===== config.mk =====
export PLATFORM = sky130hd
export DESIGN_NAME = mmp_iddmm_task_seq
export DESIGN_NICKNAME = d
export VERILOG_FILES = /design/src/rtl/mmp_iddmm_task_seq.sv
export SDC_FILE = /design/constraint.sdc
export NUM_CORES = 1
export LEC_CHECK = 0
export CELL_PAD_IN_SITES_DETAIL_PLACEMENT = 1
export CELL_PAD_IN_SITES_GLOBAL_PLACEMENT = 1
export CORE_MARGIN = 1.5
export CORE_UTILIZATION = 49
export CTS_CLUSTER_DIAMETER = 40
export DETAILED_ROUTE_END_ITERATION = 12
export DONT_BUFFER_PORTS = 1
export GPL_TIMING_DRIVEN = 0
export PLACE_DENSITY = 0.75
export SLEW_MARGIN = 20
export SYNTH_ARGS = -nofsm -noshare
export SYNTH_HDL_FRONTEND = slang
export SYNTH_SLANG_ARGS = --single-unit

===== constraint.sdc =====
create_clock -name clk -period 2.8 [get_ports clk]
set_clock_uncertainty 0.05 [all_clocks]
set_input_delay 0.56 -clock clk [delete_from_list [all_inputs] [get_ports clk]]
set_output_delay 0.56 -clock clk [all_outputs]
set_load 0.05 [all_outputs]

===== src/rtl/mmp_iddmm_task_seq.sv =====
// Task sequencer for the IDDMM core: one-shot/periodic launch, per-task watchdog,
// XOR-folded result signature checked against a golden value, saturating statistics.
module mmp_iddmm_task_seq #(
  parameter int unsigned RES_W       = 128,
  parameter int unsigned PERIOD_CYC  = 50_000_000,
  parameter int unsigned TIMEOUT_CYC = 1_000_000,
  parameter int unsigned CNT_W       = 32,
  parameter int unsigned LED_W       = 8
) (
  input  logic             clk,
  input  logic             rst_n,
  input  logic             run_en,
  input  logic             one_shot,
  input  logic [RES_W-1:0] golden_sig,
  output logic             task_req,
  input  logic             task_end,
  input  logic             task_grant,
  input  logic [RES_W-1:0] task_res,
  output logic             busy,
  output logic [RES_W-1:0] sig,
  output logic [CNT_W-1:0] pass_cnt,
  output logic [CNT_W-1:0] fail_cnt,
  output logic [CNT_W-1:0] tmo_cnt,
  output logic [LED_W-1:0] led
);

  localparam int unsigned MAX_CYC = (PERIOD_CYC > TIMEOUT_CYC) ? PERIOD_CYC : TIMEOUT_CYC;
  localparam int unsigned TMR_W   = $clog2(MAX_CYC + 1);
  localparam logic [TMR_W-1:0] PER_LAST = TMR_W'(PERIOD_CYC - 1);
  localparam logic [TMR_W-1:0] TMO_LAST = TMR_W'((TIMEOUT_CYC == 0) ? 0 : TIMEOUT_CYC - 1);

  typedef enum logic [1:0] {S_IDLE, S_WAIT, S_REQ, S_CHK} state_t;

  state_t           state, state_n;
  logic [TMR_W-1:0] timer, timer_n;
  logic             tmo_hit;
  logic             tmo_q;
  logic [RES_W-1:0] acc;
  logic             last_pass, last_fail, last_tmo;

  always_comb begin
    state_n = state;
    timer_n = timer;
    tmo_hit = 1'b0;
    case (state)
      S_IDLE: begin
        if (one_shot) begin
          state_n = S_REQ;
          timer_n = '0;
        end else if (run_en) begin
          state_n = S_WAIT;
          timer_n = '0;
        end
      end
      S_WAIT: begin
        if (!run_en) begin
          state_n = S_IDLE;
        end else if (timer == PER_LAST) begin
          state_n = S_REQ;
          timer_n = '0;
        end else begin
          timer_n = timer + 1'b1;
        end
      end
      S_REQ: begin
        // task_end wins over a watchdog expiry in the same cycle
        if (task_end) begin
          state_n = S_CHK;
        end else if ((TIMEOUT_CYC != 0) && (timer == TMO_LAST)) begin
          state_n = S_CHK;
          tmo_hit = 1'b1;
        end else begin
          timer_n = timer + 1'b1;
        end
      end
      S_CHK: begin
        state_n = run_en ? S_WAIT : S_IDLE;
        timer_n = '0;
      end
      default: state_n = S_IDLE;
    endcase
  end

  always_ff @(posedge clk or negedge rst_n) begin
    if (!rst_n) begin
      state    <= S_IDLE;
      timer    <= '0;
      task_req <= 1'b0;
      tmo_q    <= 1'b0;
    end else begin
      state    <= state_n;
      timer    <= timer_n;
      task_req <= (state_n == S_REQ);
      if (state == S_REQ) tmo_q <= tmo_hit;
    end
  end

  // Accumulator is held clear outside REQ, so REQ entry always starts from zero
  always_ff @(posedge clk or negedge rst_n) begin
    if (!rst_n) begin
      acc <= '0;
    end else if (state == S_REQ) begin
      if (task_grant) acc <= acc ^ task_res;
    end else if (state != S_CHK) begin
      acc <= '0;
    end
  end

  always_ff @(posedge clk or negedge rst_n) begin
    if (!rst_n) begin
      sig       <= '0;
      pass_cnt  <= '0;
      fail_cnt  <= '0;
      tmo_cnt   <= '0;
      last_pass <= 1'b0;
      last_fail <= 1'b0;
      last_tmo  <= 1'b0;
    end else if (state == S_CHK) begin
      if (tmo_q) begin
        if (tmo_cnt != '1) tmo_cnt <= tmo_cnt + 1'b1;
        last_pass <= 1'b0;
        last_fail <= 1'b0;
        last_tmo  <= 1'b1;
      end else begin
        sig      <= acc;
        last_tmo <= 1'b0;
        if (acc == golden_sig) begin
          if (pass_cnt != '1) pass_cnt <= pass_cnt + 1'b1;
          last_pass <= 1'b1;
          last_fail <= 1'b0;
        end else begin
          if (fail_cnt != '1) fail_cnt <= fail_cnt + 1'b1;
          last_pass <= 1'b0;
          last_fail <= 1'b1;
        end
      end
    end
  end

  assign busy = (state != S_IDLE);
  assign led  = {sig[LED_W-4:0], last_tmo, last_fail, last_pass};

endmodule


* Yosys cells after proc, flatten, opt, wreduce, memory -nomap -nowiden
Cells that the tools add are included.
** Storage, ports and cells
- Bits of input ports :: 262
- Register bits :: 385
- Output and inout port bits :: 234
- Word-level logic and storage cells :: 69
** Operators by class
- Reduce and logical (&&, ||, !) cells :: 9
- Eq/ne operators :: 16
- $add $sub $neg :: 4
- Bitwise gates (word level) :: 3
- Mux-type cells :: 25
** Operators by type and width (count)
- $mux 128 :: 3
- $mux 26 :: 6
- $eq 128x128->1 :: 1
- $xor 128x128->128 :: 1
- $pmux 26 s4 :: 1
- $add 32x1->32 const B :: 3
- $ne 32x32->1 const B :: 3
- $add 26x1->26 const B :: 1
- $eq 26x20->1 const B :: 1
- $eq 26x26->1 const B :: 1
- $mux 2 :: 6
- $reduce_and 4->1 :: 3
- $ne 2x2->1 const B :: 5
- $mux 1 :: 8
- $pmux 2 s4 :: 1
- $eq 2x2->1 const B :: 3
- $reduce_and 2->1 :: 2
- $reduce_bool 2->1 :: 2
- $ne 3x3->1 const B :: 1
- $reduce_and 3->1 :: 1
- $eq 2x1->1 const B :: 1
- $logic_not 2->1 :: 1
- $not 1->1 :: 2

* Longest topological paths before layout
- Word-level depth :: 5
- Depth in mapped cells :: 10
- Depth with buffers taken out :: 9

* Worst setup path after synthesis
No wires, ideal clock.
- Path type :: register -> register
- Start :: register pass_cnt[0]
- End :: register pass_cnt[1]
- Setup time :: 0.128 ns
- Period minus slack after synthesis :: 2.573 ns
- Data required time :: 2.622 ns
- Arrival time :: 2.395 ns
- Slack :: 0.227 ns
- Stages on the path, launching flop included :: 8
- Buffers on the path :: 1
- Path through :: dfrtp_1 ha_1 nand3_1 or3_1 or3_1 clkbuf_1 nand2_1 mux2_1
** Between the ends
- Cells in the longest elaborated chain, start to end :: 2
- Elaborated cells between the ends (all ways) :: 3
- Those cells by class :: add/sub (1); eq/ne (1); reduce/logical (1)
** Ends and longest elaborated chain
- from (decl) :: RTL line 21 : output logic [CNT_W-1:0] pass_cnt,
- from (signal assigned) :: RTL line 128 : if (pass_cnt != '1) pass_cnt <= pass_cnt + 1'b1;
- parallel branches: the longest is 2 deep, another holds $add 32x1->32
Several ways; the timed one is not identified.
A chain may end at the register's enable or synchronous reset.

* Worst setup path in the final report
- Start :: register acc[62]
- End :: register pass_cnt[16]
** Between the ends
- Cells in the longest elaborated chain, start to end :: 2
** Ends and longest elaborated chain
- from (decl) :: RTL line 38 : logic [RES_W-1:0] acc;
- from (signal assigned) :: RTL line 103 : if (task_grant) acc <= acc ^ task_res;
- $eq 128x128->1 :: RTL line 127 : if (acc == golden_sig) begin
- $reduce_and 4->1 (no source line)
Every way passes these cells.

==> results.cfg <==
[critical_path]
cp-start-kind = flop
critical_path_class = reg -> reg
slowest_delay_ps = 430
critPathMaxFanout = 4
cp_num_buf_inv = 2
cp_slowest_cell = dfrtp_1
worstPathCellList = xnor2_2, nand4_1, nor4_4, nand4_1, buf_4, nor3_4, buf_6, or3b_4, xnor2_1
cp_top_family = simple AND/OR/NAND/NOR gates
endpoint_kind = flop
cp.required_ps = 3220
crit_arrival_ps = 3310
crit_top_cell = nand4_1

[floorplanning]
fp-row-count = 70
die_width_um = 195
coreArea_sq_mm = 0.0364
start_util_pct = 49.6
fp.dieH_um = 195
dieArea_sq_mm = 0.0381
io-pin-count = 496

[timing]
fin_crit_ps = 2890
clock.fmax_ghz = 0.346
slew_viol_final = 0
finalHoldViolCount = 385
fin_setup_tns_ps = -495
timing.slew.headroom_pct = 0.0305
layout_setup_ws_ps = -90.8
whs_ps = -379
min_period_over_period_pct = 103
worst_pin_slew_ps = 1500
finalSetupViolations = 26
rsz0062_at_grt = yes

[worst_hold_path]
min_path_type = in -> async

[power]
peakVddDrop_uv = 657
cellPowerDensity_mw_per_mm2 = 1120
p_leak_nw = 9.39
finalPower_mw = 23.8

[drt]
drt_iter0_markers = 717
dr.pass1.iters = 5
ant_nets = 0
drc_errors = 0
dr_total_vias = 13087
wirelength_um = 63700
wl_per_cell_um = 28.5
viasPerCell = 5.85

[yosys]
synth-simple-area-share_pct = 16.1
synthArstFlopShare_pct = 100
synth_cell_types = 61
synth_top_family_by_area = XOR/XNOR gates
ys_ff_latch = 385
synth_commonest_cells = 385 x dfrtp_1, 183 x xnor2_1, 179 x nand2_1
ys_seq_area_share_pct = 53.3
synth-compound-area-share_pct = 2.78
avgSynthCellArea_sq_um = 11.1
synth_xor_area_share_pct = 16.9
yosys-mux-area-fraction_pct = 8.21
synth_edf_count = 0
netlist_area_sq_mm = 0.0181
yosys_warnings = 0
synth_fa_ha_area_share_pct = 0.554
yosysTopAreaCellShare_pct = 53.3
syn-num-nets = 1906
yosys_most_used_dff = dfrtp_1
synth_area_leader_cell = dfrtp_1
yosys-top-cells-area = dfrtp_1 53%, xnor2_1 8.9%, mux2_2 8.0%
syn_inst = 1636
synth.most_common_cell = dfrtp_1

[cts]
cts_buffer_depth = 3
clk_pin_slew_ps = 60
cts_made_buffers = 55
cts_tree = built
h-tree-depth = 2
clk_latency_ps = 600
root_buffer = clkbuf_16
cts.sinks = 385

[global_route]
grt_antenna_before_repair = 6
grt_first_pass_wirelength_um = 93500
grt_pass1_vias = 14555
grt_start_max_net_pins = 386
grt.overflow.total = 0
grtUsageTotal_pct = 33.2

[place]
dp_hpwl_um = 46200
io_buffer_count = 0
place.gp.congestion = 0.882
pre_cts_ws_ps = -1190

[finish]
drive_above_1_share_pct = 22.3
final_core_utilization_pct = 58.6
fin_nets = 1989
area_growth_pct = 18.0

[status]
status = finished, violations left
violations = hold timing, setup timing

[flow_run]
cap_violations = 0
-- worst reg2reg max path, cell delays in order, from the launching register on --
cell	delay [ps]
dfrtp_1	430
xnor2_2	320
nand4_1	280
nor4_4	410
nand4_1	200
buf_4	190
nor3_4	210
buf_6	170
or3b_4	390
xnor2_1	130
-- state kept, by name, indices dropped and copies added (netlist names) --
name and cells:
acc 128, sig 128, fail_cnt 32, pass_cnt 32, tmo_cnt 32, timer 26, state 2, last_fail 1
last_pass 1, last_tmo 1, task_req 1, tmo_q 1
-- cells in the final DEF (no fill, tap or decap), types with 5 or more instances in the layout --
cell type   synthesis  layout
dfrtp_1           385     344
nand2_1           179     179
nor2_1            171     167
xor2_1            165     165
xnor2_1           183     165
mux2_2            129     129
nand4_1            68      68
nand3_1            60      59
clkbuf_16           0      57
dfrtp_2             0      41
buf_4              12      29
clkbuf_1           44      28
nor3_1             30      27
o21ai_0            24      24
and3_1             23      23
inv_1              18      17
clkbuf_2            0      17
o21ai_1            16      16
xnor2_2             0      14
buf_6               3      11
clkinvlp_4          0      10
o31ai_1            10      10
nor4_1             16      10
and4_1              9       9
buf_2               9       7
ha_1                8       7
inv_6               0       7
bufinv_16           0       7
diode_2             0       6
nor4_4              3       6
a21oi_1             6       6
clkbuf_8            0       6
a21o_1              5       5
a31oi_1             5       5
nor2b_1             5       5
clkinv_2            0       5
-- power breakdown --
part	switching (mW)	internal, mW	leakage, nW
clock network	2.77	4.52	0.931
registers	3.62	6.79	5.10
logic	3.61	2.53	3.36
total	10.0	13.8	9.39
-- cell families after synthesis --
kind of cell | after synthesis
DFF | 385
xor gates and xnor gates | 348
AOI/OAI and AO/OA | 77
buffers and inverters | 88
adders and majority gates | 8
and+or+nand+nor | 598
muxes | 132
-- path summary, 6_finish.rpt --
check | start | endpoint | slack, ps | depth (start not counted)
setup / recovery | acc[62] | pass_cnt[16] | -90 | 9
hold / removal | rst_n | pass_cnt[12] | -380 | 0
setup reg to reg | acc[62] | pass_cnt[16] | -90 | 9
hold reg to reg | last_pass | last_pass | 440 | 1
max in group asynchronous | rst_n | acc[10] | 1760 | 0
min in group clk | run_en | state[0] | 110 | 2
-- through the flow --
| stage | instance area, sq um | cells |
|---|---|---|
| 4_1_cts | 21000 | 2219 |
| 5_1_grt | 21300 | 2237 |
| 3_5_place_dp | 18700 | 2104 |
| 2_1_floorplan | 18100 | 1636 |
| 3_3_place_gp | 18700 | 2104 |
| 6_report | 21300 | 2238 |
-- area by class of cell --
class	instances	area, sq um
Antenna cell	6	15.0
Timing Repair Buffer	29	290
Buffer	67	390
Multi-Input combinational cell	1163	8350
Clock buffer	66	1500
Inverter	18	71.3
Clock inverter	36	449
Sequential cell	385	9690
Fill cell	3773	15100
Tap cell	468	586
-- per-layer routing --
| layer | routed length [um] | global-route usage (%) |
|---|---|---|
| met5 | 0 | 0 |
| met2 | 30700 | 55.0 |
| met3 | 5650 | 11.2 |
| met1 | 23700 | 38.2 |
| met4 | 3570 | 18.0 |
-- what timing repair did --
item	CTS	global route
hold endpoints to repair	385	385
pin swaps	9	18
endpoints found under the setup margin	292	157
resized for setup	58	80
cloned	2	1
buffers inserted	12	14
(Power assumes the default switching activity.)
